--- src/rtl/period_meter_pkg.sv ---
// Shared types and helpers for the period meter and its input synchroniser.
//   state_t            : measurement FSM states
//   legal_sync_stages  : clamps a requested synchroniser depth into 2..4
package period_meter_pkg;

    typedef enum logic [1:0] {
        IDLE    = 2'd0,
        ARM     = 2'd1,
        MEASURE = 2'd2
    } state_t;

    localparam int unsigned SYNC_STAGES_MIN = 2;
    localparam int unsigned SYNC_STAGES_MAX = 4;

    // Depths outside the supported range are pulled to the nearest legal value.
    function automatic int unsigned legal_sync_stages(input int unsigned n);
        if (n < SYNC_STAGES_MIN) begin
            return SYNC_STAGES_MIN;
        end
        if (n > SYNC_STAGES_MAX) begin
            return SYNC_STAGES_MAX;
        end
        return n;
    endfunction

endpackage

--- src/rtl/sync_edge_det.sv ---
// Multi-flop synchroniser with registered edge detection for an async input.
//   clk, reset_n : clock and async active-low reset
//   async_in     : asynchronous input level
//   sync_out     : synchronised level (last synchroniser stage)
//   rise, fall   : one-cycle pulses, SYNC_STAGES+1 clk edges after the input edge
module sync_edge_det
    import period_meter_pkg::*;
#(
    parameter int unsigned SYNC_STAGES = 2
) (
    input  logic clk,
    input  logic reset_n,
    input  logic async_in,
    output logic sync_out,
    output logic rise,
    output logic fall
);

    localparam int unsigned STAGES = legal_sync_stages(SYNC_STAGES);

    logic [STAGES-1:0] chain;
    logic              hist;

    // Synchroniser chain, one history flop, and edge pulses from sync vs. history.
    always_ff @(posedge clk or negedge reset_n) begin
        if (!reset_n) begin
            chain <= '0;
            hist  <= 1'b0;
            rise  <= 1'b0;
            fall  <= 1'b0;
        end else begin
            chain <= {chain[STAGES-2:0], async_in};
            hist  <= chain[STAGES-1];
            rise  <= chain[STAGES-1] & ~hist;
            fall  <= ~chain[STAGES-1] & hist;
        end
    end

    assign sync_out = chain[STAGES-1];

endmodule

--- src/rtl/period_meter.sv ---
// Measures period and high time of a slow asynchronous square wave in clk cycles.
//   clk, reset_n : clock and async active-low reset
//   enable       : measurement enable (synchronous)
//   sig_in       : signal under measurement (asynchronous)
//   period_out   : clk cycles between successive rising edges
//   high_out     : clk cycles from rising edge to following falling edge
//   valid        : one-cycle strobe, results updated
//   timeout      : one-cycle strobe, no rising edge within MAX_PERIOD cycles
//   no_signal    : sticky, set with timeout, cleared by valid or enable low
//   busy         : FSM is in ARM or MEASURE
module period_meter
    import period_meter_pkg::*;
#(
    parameter int unsigned MAX_PERIOD  = 100_000_000,
    parameter int unsigned SYNC_STAGES = 2,
    parameter int unsigned WIDTH       = $clog2(MAX_PERIOD + 1)
) (
    input  logic             clk,
    input  logic             reset_n,
    input  logic             enable,
    input  logic             sig_in,
    output logic [WIDTH-1:0] period_out,
    output logic [WIDTH-1:0] high_out,
    output logic             valid,
    output logic             timeout,
    output logic             no_signal,
    output logic             busy
);

    localparam logic [WIDTH-1:0] MAX_COUNT = WIDTH'(MAX_PERIOD);
    // ARM starts counting from 0, so its MAX_PERIOD-th idle cycle sees MAX_PERIOD-1.
    localparam logic [WIDTH-1:0] ARM_LIMIT = WIDTH'(MAX_PERIOD - 1);
    localparam logic [WIDTH-1:0] ONE       = WIDTH'(1);

    logic sync_unused;
    logic rise;
    logic fall;

    sync_edge_det #(
        .SYNC_STAGES(SYNC_STAGES)
    ) u_sync (
        .clk     (clk),
        .reset_n (reset_n),
        .async_in(sig_in),
        .sync_out(sync_unused),
        .rise    (rise),
        .fall    (fall)
    );

    state_t           state_q, state_d;
    logic [WIDTH-1:0] count_q, count_d;
    logic [WIDTH-1:0] high_latch_q, high_latch_d;
    logic [WIDTH-1:0] period_d, high_d;
    logic             valid_d, timeout_d, no_signal_d;

    // Next-state and next-output logic.
    always_comb begin
        state_d      = state_q;
        count_d      = count_q;
        high_latch_d = high_latch_q;
        period_d     = period_out;
        high_d       = high_out;
        valid_d      = 1'b0;
        timeout_d    = 1'b0;
        no_signal_d  = no_signal;

        if (!enable) begin
            // Enable low overrides everything, including a coincident rise.
            state_d     = IDLE;
            count_d     = '0;
            no_signal_d = 1'b0;
        end else begin
            case (state_q)
                IDLE: begin
                    state_d = ARM;
                    count_d = '0;
                end
                ARM: begin
                    if (rise) begin
                        state_d = MEASURE;
                        count_d = ONE;
                    end else if (count_q == ARM_LIMIT) begin
                        timeout_d   = 1'b1;
                        no_signal_d = 1'b1;
                        count_d     = '0;
                    end else begin
                        count_d = count_q + ONE;
                    end
                end
                MEASURE: begin
                    if (rise) begin
                        // A rise exactly at MAX_COUNT still yields a valid result.
                        period_d    = count_q;
                        high_d      = high_latch_q;
                        valid_d     = 1'b1;
                        no_signal_d = 1'b0;
                        count_d     = ONE;
                    end else if (count_q == MAX_COUNT) begin
                        timeout_d   = 1'b1;
                        no_signal_d = 1'b1;
                        state_d     = ARM;
                        count_d     = '0;
                    end else begin
                        count_d = count_q + ONE;
                        if (fall) begin
                            high_latch_d = count_q;
                        end
                    end
                end
                default: begin
                    state_d = IDLE;
                    count_d = '0;
                end
            endcase
        end
    end

    // State, counters and registered outputs.
    always_ff @(posedge clk or negedge reset_n) begin
        if (!reset_n) begin
            state_q      <= IDLE;
            count_q      <= '0;
            high_latch_q <= '0;
            period_out   <= '0;
            high_out     <= '0;
            valid        <= 1'b0;
            timeout      <= 1'b0;
            no_signal    <= 1'b0;
            busy         <= 1'b0;
        end else begin
            state_q      <= state_d;
            count_q      <= count_d;
            high_latch_q <= high_latch_d;
            period_out   <= period_d;
            high_out     <= high_d;
            valid        <= valid_d;
            timeout      <= timeout_d;
            no_signal    <= no_signal_d;
            busy         <= (state_d != IDLE);
        end
    end

endmodule
--- config.mk ---
export PLATFORM = sky130hd
export DESIGN_NAME = period_meter
export DESIGN_NICKNAME = d
export VERILOG_FILES = /design/src/rtl/period_meter_pkg.sv /design/src/rtl/sync_edge_det.sv /design/src/rtl/period_meter.sv
export SDC_FILE = /design/constraint.sdc
export NUM_CORES = 1
export LEC_CHECK = 0
export ABC_AREA = 1
export CAP_MARGIN = 20
export CORE_ASPECT_RATIO = 0.7
export CORE_MARGIN = 1.5
export CORE_UTILIZATION = 46
export CTS_CLUSTER_SIZE = 30
export DETAILED_ROUTE_END_ITERATION = 8
export GPL_TIMING_DRIVEN = 1
export PLACE_DENSITY = 0.68
export SLEW_MARGIN = 5
export SYNTH_ARGS = -nofsm -noshare
export SYNTH_HDL_FRONTEND = slang
export SYNTH_HIERARCHICAL = 1
export SYNTH_SLANG_ARGS = --single-unit
--- constraint.sdc ---
create_clock -name clk -period 3.1 [get_ports clk]
set_clock_uncertainty 0.05 [all_clocks]
set_input_delay 0.62 -clock clk [delete_from_list [all_inputs] [get_ports clk]]
set_output_delay 0.62 -clock clk [all_outputs]
set_load 0.02 [all_outputs]
==> results_dict.tcl <==
set metrics [dict create \
    period_share 0.8041 \
    yosysWarnings 6 \
    path_cells "inv_1 > ha_1 > nand2_1 > nor2_1 > nand2_1 > nor2_1 > nand2_2 > nand4_4 > nand2_1 > o21ai_2" \
    syn_avg_cell_area_sq_um 8.736 \
    ys_seq_area_frac 0.5634 \
    critPathMaxFanout 54 \
    synth_area_leader_cell "dfrtp_1" \
    routed_via_density 4.916 \
    crit_path_start_kind "flip-flop" \
    drt_iter0_markers 452 \
    min-delay-path-class "in -> async" \
    wl_per_cell_microns 14.23 \
    netlist_area_sq_um 5285 \
    cts_buffers 17 \
    p_per_area_nw_per_um2 570.0 \
    die_area_sq_um 12150 \
    slowest_stage "nand4_4" \
    grt-ovfl-total 0 \
    cts_root_buffer "clkbuf_16" \
    outcome "complete, no violations" \
    n_fill_cell 949 \
    setup_viol 0 \
    grt_pass1_wl_mm 19.95 \
    die_h_microns 92.68 \
    synth_area_leaders "dfrtp_1, nand2_1, nor2_1, inv_1, o21ai_2" \
    area_growth_pct 25.05 \
    synth.distinct_cells 27 \
    cts_setup_buffers 0 \
    cts_resized 0 \
    crit_type "reg -> reg" \
    hpwl_mm 8.426 \
    r2r_cells 10 \
    synth_fp_nets 615 \
    clkTransAtPathRegs_ns 0.05 \
    diodes 0 \
    tritoncts "yes" \
    cts_hold_buf 0 \
    fin_cells 835 \
    peakVddDrop_mv 0.3562 \
    yosys.area.top_type_share 0.5634 \
    final-hold-violation-count 0 \
    relSlewSlack 0.4127 \
    die_w_microns 131.1 \
    tightest_slew_ns 0.8810 \
    setup_ws_ns 0.6072 \
    clock_latency_ns 0.41 \
    clockBufferDepth 2 \
    path_buf_inv 1 \
    p_leak_nw 3.092 \
    htree_levels 4 \
    crit_top_cell "nand2_1" \
    slew_violations 0 \
    fp.coreArea_sq_um 11090 \
    first_pass_iters 5 \
    max_stage_delay_ns 0.64 \
    fmax_ghz 0.4012 \
    critical-path-top-delay-family "simple AND/OR/NAND/NOR gates" \
    cp-end-kind "flip-flop" \
    start_util 0.4765 \
    route.detailed.drc 0 \
    detail-route-antenna-nets 0 \
    gp_congestion 0.9358 \
    rsz0062_at_grt "no" \
    arrival_ns 2.72 \
    pin_count 62 \
    vias 4105 \
    dp_cells 804 \
    required_ns 3.32 \
    worst-path-stages 10 \
    rows 32 \
    grt_antenna_before_repair 0 \
    grt_max_degree 55 \
    drv_cap 0 \
    preCtsSetupSlack_ns 0.3779 \
    cts.sinks 119 \
    portBuffers 61 \
    wirelength_mm 11.88 \
    nets 680 \
    drive_above_1_share 0.1056 \
    grt_pass1_vias 3865 \
    tns_ns 0 \
    syn_inst 605 \
    period_needed_ns 2.493 \
    ys_ff_latch 119 \
    finalPower_w 0.003767 \
    grt.total_usage 0.2133 \
]
[report_power, final]
group	internal, W	leakage (nW)	total [W]	switching [W]
sequential	0.00159	1.59	0.00162	0.0000240
clock	0.00129	0.290	0.00195	0.000664
combinational	0.0000813	1.21	0.000201	0.000120
total	0.00296	3.09	0.00377	0.000808
[kinds of logic after synthesis]
family	count (synthesis)	share of synthesized area
XOR/XNOR	13	0.02154
buffers and inverters	72	0.06203
adder cells (fa/ha/maj)	6	0.01420
flip-flops	119	0.5634
AND/OR/NAND/NOR	331	0.2647
AO/OA/AOI/OAI	64	0.07410
[final timing paths]
check	start	endpoint	slack, ns
worst max-delay path	count_q[0]$_DFF_PN0_	high_latch_q[9]$_DFFE_PN0P_	0.61
worst min-delay path	reset_n	valid$_DFF_PN0_	0.16
worst max register to register	count_q[0]$_DFF_PN0_	high_latch_q[9]$_DFFE_PN0P_	0.61
worst min register to register	u_sync/chain[0]$_DFF_PN0_	u_sync/chain[1]$_DFF_PN0_	0.31
max in group asynchronous	reset_n	high_out[24]$_DFFE_PN0P_	2.10
min in group clk	u_sync/chain[0]$_DFF_PN0_	u_sync/chain[1]$_DFF_PN0_	0.31
[cell usage after synthesis (all sizes together)]
master	n
buf	11
o21ai	60
dfrtp	119
nand4	7
xor2	12
xnor2	1
a21oi	4
inv	53
nor3	11
ha	6
nand3	28
nand2	218
clkbuf	8
nor2b	1
nor2	66
[flip-flops by register name, summed over array words and instances, names as in the netlist, 2 cells and up]
register / cells
high_latch_q: 27
count_q: 27
state_q: 2
u_sync/chain: 2
high_out: 27
period_out: 27
[per-stage QoR]
step	hold WS (ns)	instance area (sq um)	util
after floorplan	0.2744	5285	-
after global routing	0.1942	6609	0.5959
final	0.1577	6609	0.5959
after global placement	0.2852	6013	0.5422
after detailed placement	0.2957	6013	0.5422
after CTS	0.1800	6609	0.5959
[layout by cell type (no fill, tap or decap), types with 2 or more instances in the layout]
cell type	n
a21oi_1	4
buf_12	2
buf_4	3
bufinv_16	2
clkbuf_1	3
clkbuf_16	17
clkbuf_8	5
clkdlybuf4s50_1	60
clkinv_4	2
dfrtp_1	119
ha_1	6
inv_1	48
inv_2	5
nand2_1	213
nand2_2	4
nand3_1	26
nand4_1	6
nor2_1	61
nor2_2	4
nor3_1	9
nor3_4	2
o21ai_0	33
o21ai_1	8
o21ai_2	19
xor2_1	12
[area by class of cell]
class | instances | area, sq um | area share
Inverter | 53 | 198.9 | 0.03010
Multi-Input combinational cell | 414 | 1982 | 0.2999
Timing Repair Buffer | 65 | 663.1 | 0.1003
Sequential cell | 119 | 2978 | 0.4506
Clock buffer | 25 | 505.5 | 0.07649
Tap cell | 153 | 191.4 | 0.02897
Clock inverter | 6 | 90.09 | 0.01363
[layer usage]
metal  wire length, microns  global-route usage  part of all wire
met5                      0                   0                 0
met4                     90             0.06367            0.0076
met3                    674             0.06294             0.057
met2                   5065              0.3069              0.43
met1                   6052              0.3117              0.51
Power figures use the tool's default switching activity.
